--- config.mk ---
export PLATFORM = sky130hd
export DESIGN_NAME = fetch_stage_flat
export DESIGN_NICKNAME = d
export VERILOG_FILES = /design/src/rtl/fetch_pkg.sv /design/src/rtl/fetch_stage_if.sv /design/src/rtl/ifid_reg.sv /design/src/rtl/fetch_stage.sv /design/src/flat_wrapper.sv
export SDC_FILE = /design/constraint.sdc
export NUM_CORES = 1
export LEC_CHECK = 0
export BUFFER_PORTS_ARGS = -buffer_cell sky130_fd_sc_hd__buf_2
export CAP_MARGIN = 20
export CORE_MARGIN = 2
export CORE_UTILIZATION = 49
export CTS_BUF_LIST = sky130_fd_sc_hd__clkbuf_2
export DETAILED_ROUTE_END_ITERATION = 8
export HOLD_SLACK_MARGIN = 0.02
export PLACE_DENSITY = 0.79
export SLEW_MARGIN = 5
export SYNTH_ARGS = -nofsm -noshare
export SYNTH_HDL_FRONTEND = slang
export SYNTH_HIERARCHICAL = 1
export SYNTH_SLANG_ARGS = --single-unit
export TNS_END_PERCENT = 1
--- constraint.sdc ---
create_clock -name clk -period 2.3 [get_ports clk]
set_clock_uncertainty 0.05 [all_clocks]
set_input_delay 0.23 -clock clk [delete_from_list [all_inputs] [get_ports clk]]
set_output_delay 0.23 -clock clk [all_outputs]
set_load 0.02 [all_outputs]
--- src/rtl/fetch_pkg.sv ---
// rtl/fetch_pkg.sv - shared constants and FSM encodings for the instruction-fetch stage
package fetch_pkg;

  localparam int          PC_STEP_DEF   = 4;
  localparam logic [31:0] NOP_INSTR_DEF = 32'h0000_0000;

  localparam logic [1:0] S_IDLE = 2'd0;
  localparam logic [1:0] S_WAIT = 2'd1;
  localparam logic [1:0] S_HOLD = 2'd2;
  localparam logic [1:0] S_DROP = 2'd3;

  // A request is on the bus in WAIT and DROP; DROP only waits out a stale response.
  function automatic logic req_state(input logic [1:0] s);
    return (s == S_WAIT) || (s == S_DROP);
  endfunction

endpackage

--- src/rtl/fetch_stage_if.sv ---
// rtl/fetch_stage_if.sv - instruction-memory request/response bundle between fetch and imem
interface fetch_stage_if #(
  parameter int PC_W    = 16,
  parameter int INSTR_W = 32
);

  logic               imem_req;
  logic [PC_W-1:0]    imem_addr;
  logic               imem_ready;
  logic [INSTR_W-1:0] imem_rdata;

  modport master (
    output imem_req,
    output imem_addr,
    input  imem_ready,
    input  imem_rdata
  );

  modport slave (
    input  imem_req,
    input  imem_addr,
    output imem_ready,
    output imem_rdata
  );

endinterface

--- src/rtl/ifid_reg.sv ---
// rtl/ifid_reg.sv - pipeline register with flush > stall > load priority, async active-low reset
module ifid_reg #(
  parameter int                 PC_W      = 16,
  parameter int                 INSTR_W   = 32,
  parameter logic [INSTR_W-1:0] NOP_INSTR = '0
) (
  input  logic               clk,
  input  logic               rst,
  input  logic               flush,
  input  logic               stall,
  input  logic               load,
  input  logic [INSTR_W-1:0] d_instr,
  input  logic [PC_W-1:0]    d_pc_plus,
  output logic               valid,
  output logic [INSTR_W-1:0] instr,
  output logic [PC_W-1:0]    pc_plus
);

  logic               valid_q, valid_d;
  logic [INSTR_W-1:0] instr_q, instr_d;
  logic [PC_W-1:0]    pc_plus_q, pc_plus_d;

  always_comb begin
    valid_d   = valid_q;
    instr_d   = instr_q;
    pc_plus_d = pc_plus_q;
    if (flush) begin
      // pc_plus is left alone on a flush; only the bubble marker matters downstream
      valid_d = 1'b0;
      instr_d = NOP_INSTR;
    end else if (!stall) begin
      if (load) begin
        valid_d   = 1'b1;
        instr_d   = d_instr;
        pc_plus_d = d_pc_plus;
      end else begin
        valid_d = 1'b0;
      end
    end
  end

  always_ff @(posedge clk or negedge rst) begin
    if (!rst) begin
      valid_q   <= 1'b0;
      instr_q   <= NOP_INSTR;
      pc_plus_q <= '0;
    end else begin
      valid_q   <= valid_d;
      instr_q   <= instr_d;
      pc_plus_q <= pc_plus_d;
    end
  end

  assign valid   = valid_q;
  assign instr   = instr_q;
  assign pc_plus = pc_plus_q;

endmodule

--- src/rtl/fetch_stage.sv ---
// rtl/fetch_stage.sv - IF stage: next-PC selection, single-outstanding imem fetch, IF/ID load
module fetch_stage #(
  parameter int                 PC_W      = 16,
  parameter int                 INSTR_W   = 32,
  parameter int                 PC_STEP   = fetch_pkg::PC_STEP_DEF,
  parameter logic [INSTR_W-1:0] NOP_INSTR = INSTR_W'(fetch_pkg::NOP_INSTR_DEF)
) (
  input  logic               clk,
  input  logic               rst,
  input  logic [PC_W-1:0]    pc_cur,
  output logic [PC_W-1:0]    pc_next,
  input  logic               redirect,
  input  logic [PC_W-1:0]    redirect_pc,
  input  logic               id_stall,
  fetch_stage_if.master      imem,
  output logic               ifid_valid,
  output logic [INSTR_W-1:0] ifid_instr,
  output logic [PC_W-1:0]    ifid_pc_plus
);

  import fetch_pkg::*;

  localparam logic [PC_W-1:0] STEP = PC_W'(PC_STEP);

  logic [1:0]         state_q, state_d;
  logic [PC_W-1:0]    addr_q, addr_d;
  logic [INSTR_W-1:0] hold_q, hold_d;
  logic               in_wait, in_hold, deliver, issue;
  logic [INSTR_W-1:0] load_instr;

  always_comb begin
    in_wait = (state_q == S_WAIT);
    in_hold = (state_q == S_HOLD);
    deliver = !redirect && !id_stall && ((in_wait && imem.imem_ready) || in_hold);
    pc_next = redirect ? redirect_pc : (deliver ? pc_cur + STEP : pc_cur);
  end

  // Every issued address equals pc_next, which keeps imem_addr in step with the PC register.
  always_comb begin
    state_d = state_q;
    addr_d  = addr_q;
    hold_d  = hold_q;
    issue   = 1'b0;
    case (state_q)
      S_IDLE: issue = 1'b1;
      S_WAIT: begin
        if (imem.imem_ready) begin
          if (redirect || !id_stall) begin
            issue = 1'b1;
          end else begin
            hold_d  = imem.imem_rdata;
            state_d = S_HOLD;
          end
        end else if (redirect) begin
          state_d = S_DROP;
        end
      end
      S_HOLD: issue = redirect || !id_stall;
      S_DROP: issue = imem.imem_ready;
      default: state_d = S_IDLE;
    endcase
    if (issue) begin
      addr_d  = pc_next;
      state_d = S_WAIT;
    end
  end

  always_ff @(posedge clk or negedge rst) begin
    if (!rst) begin
      state_q <= S_IDLE;
      addr_q  <= '0;
      hold_q  <= '0;
    end else begin
      state_q <= state_d;
      addr_q  <= addr_d;
      hold_q  <= hold_d;
    end
  end

  assign imem.imem_req  = req_state(state_q);
  assign imem.imem_addr = addr_q;
  assign load_instr     = in_hold ? hold_q : imem.imem_rdata;

  ifid_reg #(
    .PC_W      (PC_W),
    .INSTR_W   (INSTR_W),
    .NOP_INSTR (NOP_INSTR)
  ) u_ifid (
    .clk       (clk),
    .rst       (rst),
    .flush     (redirect),
    .stall     (id_stall),
    .load      (deliver),
    .d_instr   (load_instr),
    .d_pc_plus (addr_q + STEP),
    .valid     (ifid_valid),
    .instr     (ifid_instr),
    .pc_plus   (ifid_pc_plus)
  );

endmodule

--- src/flat_wrapper.sv ---
// flat-port wrapper written by rule: the top's interface ports become plain ports
module fetch_stage_flat import fetch_pkg::*;
#(
  parameter int                 PC_W      = 16,
  parameter int                 INSTR_W   = 32,
  parameter int                 PC_STEP   = fetch_pkg::PC_STEP_DEF,
  parameter logic [INSTR_W-1:0] NOP_INSTR = INSTR_W'(fetch_pkg::NOP_INSTR_DEF)
)
  (clk, rst, pc_cur, pc_next, redirect, redirect_pc, id_stall, ifid_valid, ifid_instr, ifid_pc_plus, imem_imem_req, imem_imem_addr, imem_imem_ready, imem_imem_rdata);
  fetch_stage_if #(.PC_W(PC_W), .INSTR_W(INSTR_W)) imem_i ();
  input  logic clk;
  input  logic rst;
  input  logic [PC_W-1:0] pc_cur;
  output logic [PC_W-1:0] pc_next;
  input  logic redirect;
  input  logic [PC_W-1:0] redirect_pc;
  input  logic id_stall;
  output logic ifid_valid;
  output logic [INSTR_W-1:0] ifid_instr;
  output logic [PC_W-1:0] ifid_pc_plus;
  output wire logic [$bits(imem_i.imem_req)-1:0] imem_imem_req;
  output wire logic [$bits(imem_i.imem_addr)-1:0] imem_imem_addr;
  input wire logic [$bits(imem_i.imem_ready)-1:0] imem_imem_ready;
  input wire logic [$bits(imem_i.imem_rdata)-1:0] imem_imem_rdata;
  assign imem_imem_req = imem_i.imem_req;
  assign imem_imem_addr = imem_i.imem_addr;
  assign imem_i.imem_ready = imem_imem_ready;
  assign imem_i.imem_rdata = imem_imem_rdata;
  fetch_stage #(.PC_W(PC_W), .INSTR_W(INSTR_W), .PC_STEP(PC_STEP), .NOP_INSTR(NOP_INSTR)) u_core (.clk(clk), .rst(rst), .pc_cur(pc_cur), .pc_next(pc_next), .redirect(redirect), .redirect_pc(redirect_pc), .id_stall(id_stall), .imem(imem_i), .ifid_valid(ifid_valid), .ifid_instr(ifid_instr), .ifid_pc_plus(ifid_pc_plus));
endmodule
# Word-level counts from Yosys, hierarchy flattened
# Cells that the tools add are included.
# word_totals
register_bits	99
in_bits	69
out_inout_bits	82
elab_cells	49
# op_classes
add_sub_neg	2
n_eq_ne	5
muxes	17
bitwise	3
reduce_logical	16
# op_table
operator	n
2-to-1 mux 32 bit	4
adder 16 x 3 -> 16 bit (second input constant)	2
2-to-1 mux 16 bit	2
2-to-1 mux 2 bit	5
AND reduction 3 bit	3
2-to-1 mux 1 bit	5
equality test 2 bit (second input constant)	2
one-hot mux 1 bit (4 select lines)	1
nonzero test 2 bit	2
logical AND 1 bit	3
logical OR 1 bit	3
!= test 3 x 2 -> 1 bit (second input constant)	1
NOT 1 bit	3
nonzero test 3 bit	1
equality test 2 x 1 -> 1 bit (second input constant)	1
zero test 1 bit	2
zero test 2 bit	1
!= test 2 bit (second input constant)	1
AND reduction 2 bit	1

# Depth between registers and ports, before layout
# logic_depth
depth_word	7
mapped_depth	9
depth_no_buf	6

# Modules after synthesis
# Netlist, hierarchy kept.
# by_module_without_submodules
module	n_inst	cells_each	area_per_inst_um2	seq_area_each_um2
fetch_stage	1	318	3259.4	1251.2
ifid_reg	1	179	1979.4	1226.2

# Worst setup path after synthesis
# Ideal clock, no wire load.
# synth_path
path_type	register to register
startpoint	register u_core.state_q[0]
endpoint	register u_core.u_ifid.pc_plus_q[10], in the netlist u_core/u_ifid/pc_plus[10]
setup_time_ns	0.125
t_arrival_ns	2.101
required_time_ns	2.125
path_slack_ns	0.024
stages_incl_launch_ff	10
path_buffers	3
synth_period_minus_slack_ns	2.276
cell_sequence	dfrtp_1 -> or3b_1 -> buf_2 -> and2_1 -> nor2_1 -> nand2b_4 -> buf_6 -> nor2_8 -> buf_12 -> mux2_4
# synth_between
elab_chain_cells	5
elab_cells_between_ends	6
classes_between	2 x eq/ne; 4 x reduce/logical
# synth_rtl
item	line_no	text
start: declaration	fetch_stage.sv:25	logic [1:0] state_q, state_d;
start signal: assignment	fetch_stage.sv:74	state_q <= state_d;
equality test 2 x 1 -> 1 bit	fetch_stage.sv:32	in_wait = (state_q == S_WAIT);
logical AND 1 bit	fetch_stage.sv:34	deliver = !redirect && !id_stall && ((in_wait && imem.imem_ready) || in_hold);
logical OR 1 bit *	fetch_stage.sv:34	
logical AND 1 bit *	fetch_stage.sv:34	
named net u_core.deliver	fetch_stage.sv:28	logic in_wait, in_hold, deliver, issue;
AND reduction 3 bit (no line) *	-	
end signal: assignment	ifid_reg.sv:50	pc_plus_q <= pc_plus_d;
end: declaration	ifid_reg.sv:21	logic [PC_W-1:0] pc_plus_q, pc_plus_d;
# Mark *: on every way through the listed nets, which the timed path passes. The rest lies on a longest branch.
# A chain may end at the register's enable or synchronous reset.

# Worst setup path after layout
# layout_path
startpoint	register u_core.state_q[0]
endpoint	output port pc_next[15]
# layout_between
elab_chain_cells	6
elab_cells_between_ends	7
classes_between	2 x eq/ne; 2 x mux; 3 x reduce/logical
# layout_rtl
item	line_no	text
equality test 2 x 1 -> 1 bit	fetch_stage.sv:32	
logical AND 1 bit	fetch_stage.sv:34	
logical OR 1 bit *	fetch_stage.sv:34	
logical AND 1 bit *	fetch_stage.sv:34	
2-to-1 mux 16 bit * (2 in a row)	fetch_stage.sv:35	pc_next = redirect ? redirect_pc : (deliver ? pc_cur + STEP : pc_cur);
end: declaration	flat_wrapper.sv:14	output logic [PC_W-1:0] pc_next;
# Every way passes the cells marked *; elsewhere a longest branch is shown, timed or not.

==> impl_metrics.toml <==
[synthesis]
synth_cell_types = 56
syn_inst = 497
postSynthAreaPerCell_um2 = 10.5
async_flop_share_pct = 100
synth-edff-count = 0
yosysSeqAreaShare_pct = 47.3
synth_simple_gate_area_share_pct = 14.9
synth_warnings = 6
syn_area_um2 = 5240
synth_xor_area_share_pct = 2.67
syn_nets = 568
synth-seq-cells = 99
synthMuxAreaShare_pct = 20.8
synth_flop_cell = "dfrtp_1"
synth_compound_area_share_pct = 9.58
yosys.area_share.adder_pct = 0.478
synth_top_family_by_area = "multiplexers"

[floorplanning]
dieArea_um2 = 11500
io_pins = 151
initial_core_util_pct = 50.5
core-area_um2 = 10400
die_h_um = 107
row_count = 37
die_w_um = 107

[timing]
final-hold-violation-count = 0
fmax_ghz = 0.360
maxSlewViolCount = 0
worst_slack_ps = -474
min_period_ps = 2770
finalSetupViolCount = 14
rsz0062_at_grt = "true"
fin_tns_setup_ps = -4950
period_share_pct = 121
slew-limit-headroom_pct = 65.3
tightest_slew_ps = 517

[clock_tree]
clk_pin_slew_ps = 270
clockRootBuffer = "clkbuf_2"
htree_num_levels = 3
cts_tree = "done"
clock_latency_ps = 560
cts_buffers = 9
clk_path_buf_depth = 2
clock-sinks = 99

[drt]
vias_per_cell = 5.43
drc_errors = 0
drtPass1Iterations = 5
ant_nets = 0
wirelength_mm = 14.5
drt_iter0_markers = 284
vias = 4621
wl_per_cell_um = 17.1

[grt]
grt_pass1_wl_mm = 22.5
track_usage_pct = 24.7
grt_pass1_vias = 4678
grt_max_degree = 42
antenna_found_initial = 0
grt_overflow = 0

[finish]
nFillCells = 818
drive_above_1_share_pct = 41.9
register_area_um2 = 2480
multi_input_area_um2 = 2660
finalNetCount = 780
post-route-cell-area_um2 = 7060
area_delta_synth_final_pct = 34.7

[power]
finalPower_mw = 4.47
vdd_drop_max_mv = 0.382
p_per_area_nw_per_um2 = 633
p_leak_nw = 3.28

[worst_setup_path]
reg2reg_slack_ps = 90
crit_type = "register to output pin"
worst_setup_path_end_kind = "output pin"
cp.arrival_ps = 2490
start_kind = "register"
crit_required_ps = 2020
path_max_fanout = 5

[placed_design]
postPlaceCellArea_um2 = 6210
globalplace.congestion = 0.864
port_buffers = 150
hpwl_mm = 9.69

[run]
cap_violations = 0

[worst_hold_path]
hp-class = "input pin to register"

[outcome]
violations = "setup timing"
status = "complete, but fails checks"
worst paths after layout:
path	start	end	cells past startpoint
min reg2reg	u_core/hold_q[19]	u_core/hold_q[19]	1
max reg2reg	u_core/state_q[0]	u_core/u_ifid/pc_plus[1]	6
max in group asynchronous	rst	u_core/imem.imem_addr[13]	3
max	u_core/state_q[0]	pc_next[15]	5
min in group asynchronous	rst	u_core/u_ifid/instr[22]	2
min	pc_cur[10]	u_core/imem.imem_addr[10]	4
state kept, by name, indices dropped and copies added (netlist names):
register	cells
u_core/hold_q	32
u_core/imem.imem_addr	16
u_core/state_q	2
u_core/u_ifid/instr	32
u_core/u_ifid/pc_plus	16
u_core/u_ifid/valid	1
placed cells by master (no fill, tap or decap), types with 7 or more instances in the layout:
cell	instances
buf_4	29
mux2_2	78
xnor2_1	12
nor2_1	7
inv_1	15
dfrtp_1	99
dlygate4sd3_1	58
buf_2	137
clkbuf_2	10
nor2b_1	8
mux2_4	10
a21oi_1	37
nand2_1	88
nand3_1	21
per-stage QoR:
step,setup WS [ps],utilization (%),instances,hold WS [ps]
after global routing,-579,68.0,850,27.1
after floorplan,23.6,-,497,-116
after global placement,136,59.9,775,181
after detailed placement,125,59.9,775,188
final,-474,68.1,851,67.6
after CTS,-489,67.3,850,20.6
report_power, final:
| group | total (mW) | internal [mW] | switching (mW) |
|---|---|---|---|
| sequential | 2.29 | 2.07 | 0.216 |
| combinational | 1.40 | 0.693 | 0.710 |
| clock | 0.777 | 0.164 | 0.613 |
cells in the mapped netlist, drive strengths merged, types with 3 or more instances:
cell type  count  area share, %
nand2         88            6.3
nand3         23            2.2
or4            4           0.57
a21oi         37            3.5
mux2i          6            1.1
nor3           4           0.38
o22ai          3           0.48
a211oi         3           0.43
nand4          4           0.48
or3            4           0.48
clkbuf        16            1.1
nand2b         3           0.50
buf           15            2.0
o211ai         6           0.86
xnor2         14            2.3
o21ai          9           0.86
dfrtp         99             47
a2111oi        3           0.86
inv           15            1.1
nor2b          9            1.1
mux2          88             20
nor2          10            1.0
repair_timing:
action,CTS,global route
hold buffers,58,0
hold endpoints to repair,156,0
endpoints found under the setup margin,14,19
setup buffers,1,0
pin swaps,7,5
gates cloned,0,0
gates resized for setup,20,15
area by class of cell:
type / instances / area share, %
sequential: 99 / 35.1
timing repair buffer: 232 / 22.5
antenna: 1 / 0.0355
clock buffer: 10 / 0.709
clock inverter: 6 / 0.656
tap: 136 / 2.41
inverter: 16 / 0.851
multi-input combinational: 351 / 37.7
logic make-up after synthesis:
group / after synthesis
and+or+nand+nor: 162
AOI/OAI and AO/OA: 77
xor gates and xnor gates: 16
DFF: 99
muxes: 94
adders and majority gates: 2
buffers and inverters: 47
critical path: stages (launching register included):
cell,delay [ps]
dfrtp_1,460
or3b_4,410
a211o_4,380
or4_4,490
nand3_2,90
buf_6,110
per-layer routing:
layer  track usage [%]  share of wire, %  up-vias
met1              29.5                41     2264
li1                  -                 -     2166
met3              3.93               6.1       18
met4              8.33               1.4        0
met2              45.1                52      173
met5                 0                 0        -
Power figures use the tool's default switching activity.
